### src/rtl/y_demux4_stream.sv
// Purpose : registered 1-to-4 stream demux; each input word is steered by in_sel into one of four one-entry channel registers.
// Latency : 1 cycle, from the accept edge to out_valid/out_data. There is no combinational in_data->out_data path.
// Backpress: in_ready follows only the selected channel (empty, or draining this cycle). Define YDEMUX_CNT_EN to add per-channel accept counters on port cnt.
module y_demux4_stream #(
  parameter int SIZE = 32
) (
  input  logic            clk,
  input  logic            rst_n,
  input  logic            in_valid,
  output logic            in_ready,
  input  logic [SIZE-1:0] in_data,
  input  logic [1:0]      in_sel,
  output logic [3:0]      out_valid,
  input  logic [3:0]      out_ready,
  output logic [SIZE-1:0] out_data0,
  output logic [SIZE-1:0] out_data1,
  output logic [SIZE-1:0] out_data2,
  output logic [SIZE-1:0] out_data3
`ifdef YDEMUX_CNT_EN
  ,
  output logic [63:0]     cnt
`endif
);

  typedef enum logic {
    EMPTY = 1'b0,
    FULL  = 1'b1
  } ch_state_t;

  logic                acc;
  logic [3:0]          drn;
  logic [4*SIZE-1:0]   data_flat;

  // Gating with rst_n keeps the producer stalled while the block is held in reset.
  assign in_ready = rst_n & (~out_valid[in_sel] | out_ready[in_sel]);
  assign acc      = in_valid & in_ready;
  assign drn      = out_valid & out_ready;

  for (genvar k = 0; k < 4; k++) begin : g_ch
    ch_state_t       state_q;
    logic [SIZE-1:0] dat_q;
    logic            fill;

    assign fill = acc & (in_sel == 2'(k));

    // Channel FSM: a fill wins over a drain, so a drain+fill in the same cycle stays FULL with the new word.
    always_ff @(posedge clk or negedge rst_n) begin
      if (!rst_n) begin
        state_q <= EMPTY;
        dat_q   <= '0;
      end else if (fill) begin
        state_q <= FULL;
        dat_q   <= in_data;
      end else if (drn[k]) begin
        state_q <= EMPTY;
      end
    end

    assign out_valid[k]               = (state_q == FULL);
    assign data_flat[k*SIZE +: SIZE]  = dat_q;

`ifdef YDEMUX_CNT_EN
    logic [15:0] cnt_q;

    // Count the words accepted for this channel; wraps silently at 16 bits.
    always_ff @(posedge clk or negedge rst_n) begin
      if (!rst_n) begin
        cnt_q <= '0;
      end else if (fill) begin
        cnt_q <= cnt_q + 16'd1;
      end
    end

    assign cnt[16*k +: 16] = cnt_q;
`endif
  end

  assign out_data0 = data_flat[0*SIZE +: SIZE];
  assign out_data1 = data_flat[1*SIZE +: SIZE];
  assign out_data2 = data_flat[2*SIZE +: SIZE];
  assign out_data3 = data_flat[3*SIZE +: SIZE];

endmodule

### config.mk
export PLATFORM = sky130hd
export DESIGN_NAME = y_demux4_stream
export DESIGN_NICKNAME = d
export VERILOG_FILES = /design/src/rtl/y_demux4_stream.sv
export SDC_FILE = /design/constraint.sdc
export NUM_CORES = 1
export LEC_CHECK = 0
export CAP_MARGIN = 0
export CORE_MARGIN = 2
export CORE_UTILIZATION = 45
export DETAILED_ROUTE_END_ITERATION = 8
export GPL_TIMING_DRIVEN = 0
export PLACE_DENSITY_LB_ADDON = 0.25
export SYNTH_ARGS = -nofsm -noshare
export SYNTH_HDL_FRONTEND = slang
export SYNTH_SLANG_ARGS = --single-unit
### constraint.sdc
create_clock -name clk -period 1.8 [get_ports clk]
set_clock_uncertainty 0.15 [all_clocks]
set_input_delay 0.36 -clock clk [delete_from_list [all_inputs] [get_ports clk]]
set_output_delay 0.36 -clock clk [all_outputs]
set_load 0.01 [all_outputs]
==> out/metrics.cfg <==
[setup_path]
path_max_fanout=2
r2r-end=out_data0[9]$_DFFE_PN0P_
reg2reg_from=g_ch[0].state_q$_DFFE_PN0P_
r2r_cells=7
criticalPathCategory=register to output port
worstPathArrival_ns=1.43
worst_ep_required_time_ns=1.29
r2r_slack_ns=0.02
cp-start-kind=register
worst_setup_path_end_kind=output port

[logic_synthesis]
yosysTopAreaCell=dfrtp_1
synth_nets=338
synth_edf_count=0
synth-seq-area-share_pct=65.80
synth.area.top_cells=dfrtp_1, mux2_2, mux2_1, buf_4, buf_2
yosysUniqueCellTypes=22
ys_seq_elements=132
yosys.cell_count.top_type=dfrtp_1
synth_top_area_share_pct=65.80
ys.flop_type=dfrtp_1
ys_warn_count=0
synth_cells=297
avgSynthCellArea_sq_um=16.90
synthTopCellsByCount=dfrtp_1, mux2_2, buf_4, mux2_1, buf_2
async_flop_share_pct=100.0
syn_area_sq_mm=0.005020

[die]
io_pins=174
rows=38
core_region_area_sq_mm=0.01084
initial_core_util_pct=46.31
dieWidth_um=109.6
dieArea_sq_mm=0.01202
die_y_um=109.6

[global_route]
track_usage_pct=21.38
grt_pass1_vias=3555
gr-total-overflow=0
met3_usage_pct=8.121
met2_usage_pct=34.26
met1_usage_pct=26.40
antenna_found_initial=0
grt_pass1_wl_um=19070
grt_max_degree=39
busiest_layer=met2

[clocking]
clock_path_buffers=2
htree_levels=4
root_buffer=clkbuf_8
cts_tree=done
cts.clk_slew.worst_paths_ns=0.06
numCtsBuffers=17
clk_latency_ns=0.50
cts_sinks=132

[power_and_ir_drop]
ir_drop_uv=666.8
power_density_mw_per_mm2=1211
total_power_mw=9.400
leakage_nw=3.642

[sta]
post-route-period-util_pct=107.8
hold_violations=0
setup_ws_ns=-0.1397
max_freq_mhz=515.6
finalSetupViolations=1
slew_violations=0
tightestPinTransition_ns=0.3441
fin_crit_ns=1.940
slew_headroom_pct=77.04
rsz0062_at_grt=yes

[outcome]
violations=setup timing
status=finished, violations left

[worst_hold_path]
min_from=in_sel[0]
min_to=g_ch[1].state_q$_DFFE_PN0P_
hold_depth=3
min_path_type=input port to register

[drt]
drt_wl_total_um=12370
routedWlPerCell_um=18.60
firstDrtPassIters=4
vias_per_cell=4.956
drt_iter0_drc=79
vias=3296
drcViolationCount=0
ant_nets=0

[cells_and_area]
area_growth_pct=54.59
final_nets=553
fillers=782
diodes=0
drive_gt1_share_pct=38.48

[placement]
pre_cts_ws_ns=-1.004
routabilityCongestion=0.7885
hpwlAfterDp_um=8149
io_buffer_count=171

[run]
maxCapViolations=0

==> registers in the layout, indices dropped and copies added (netlist names) <==
name and cells:
out_data3 32, out_data1 32, out_data0 32, g_ch.state_q 4, out_data2 32
==> worst max-delay path: stages (launching register included) <==
cell and delay [ns]:
dfrtp_1 0.34, nand2b_1 0.12, o311ai_2 0.26, a21oi_1 0.06, buf_2 0.15
==> placed cells by master (no fill, tap or decap), types with 3 or more instances in the layout <==
| cell type | Yosys | routed |
|---|---|---|
| buf_12 | 0 | 9 |
| buf_2 | 7 | 5 |
| buf_4 | 8 | 14 |
| buf_6 | 3 | 8 |
| clkbuf_16 | 0 | 16 |
| clkbuf_8 | 0 | 3 |
| clkdlybuf4s50_1 | 0 | 37 |
| clkinvlp_4 | 0 | 5 |
| dfrtp_1 | 132 | 132 |
| dlygate4sd2_1 | 0 | 128 |
| dlygate4sd3_1 | 0 | 5 |
| inv_6 | 0 | 4 |
| mux2_1 | 8 | 6 |
| mux2_2 | 120 | 120 |
| nand2b_1 | 3 | 3 |
==> layout make-up <==
class | count | area [sq um] | area share, %
clock buffers | 20 | 445.4 | 5.740
well taps | 140 | 175.2 | 2.257
repair buffers | 196 | 1913 | 24.65
clock inverters | 12 | 120.1 | 1.548
plain buffers | 18 | 188.9 | 2.435
multi-input cells | 147 | 1614 | 20.80
flip-flops and latches | 132 | 3303 | 42.57
==> routing by layer <==
metal  routed length, um  up-vias
li1                    -     1488
met1                5025     1663
met2                5954      127
met3                1127       18
met4                 259        0
met5                   0        -
==> report_power, final <==
| group | internal, mW | leakage [nW] | switching (mW) |
|---|---|---|---|
| Combinational | 1.27 | 1.79 | 0.957 |
| Sequential | 3.62 | 1.59 | 0.311 |
| Clock | 1.93 | 0.261 | 1.31 |
==> worst max-delay path by stage <==
stage / slack [ns] / from / end
floorplan: 0.04 / in_sel[1] / out_data2[10]$_DFFE_PN0P_
global placement: -6.07 / rst_n / out_data0[0]$_DFFE_PN0P_
CTS: -0.22 / g_ch[0].state_q$_DFFE_PN0P_ / in_ready
global route: -0.17 / g_ch[0].state_q$_DFFE_PN0P_ / in_ready
finish: -0.14 / g_ch[0].state_q$_DFFE_PN0P_ / in_ready
detailed placement: -1.00 / rst_n / out_data2[6]$_DFFE_PN0P_
==> logic make-up (layout without fill, tap and decap cells) <==
group | count (synthesis) | in the layout | synth area share, %
buf+inv | 18 | 246 | 2.567
flops | 132 | 132 | 65.80
simple gates | 15 | 15 | 2.343
mux | 129 | 129 | 28.91
compound gates | 3 | 3 | 0.3737
==> through the flow <==
stage	hold slack [ns]	setup TNS (ns)	instance area (sq um)	utilization (%)	std cells
after global routing	0.1322	-1.406	7760	71.58	665
after floorplan	-0.08559	0	5020	-	297
after global placement	0.3167	-1357.10	6907	63.71	608
after CTS	0.1232	-0.2162	7642	70.50	659
final	0.1161	-0.1397	7760	71.58	665
after detailed placement	0.2197	-111.62	6935	63.98	609
==> timing repair <==
action	in CTS	in global routing
endpoints found under the setup margin	260	35
hold buffers	11	0
cloned	2	0
endpoints found under the hold margin	133	0
buffers inserted	5	6
pin swaps	1	3
gates resized for setup	149	23
(Power assumes the default switching activity.)
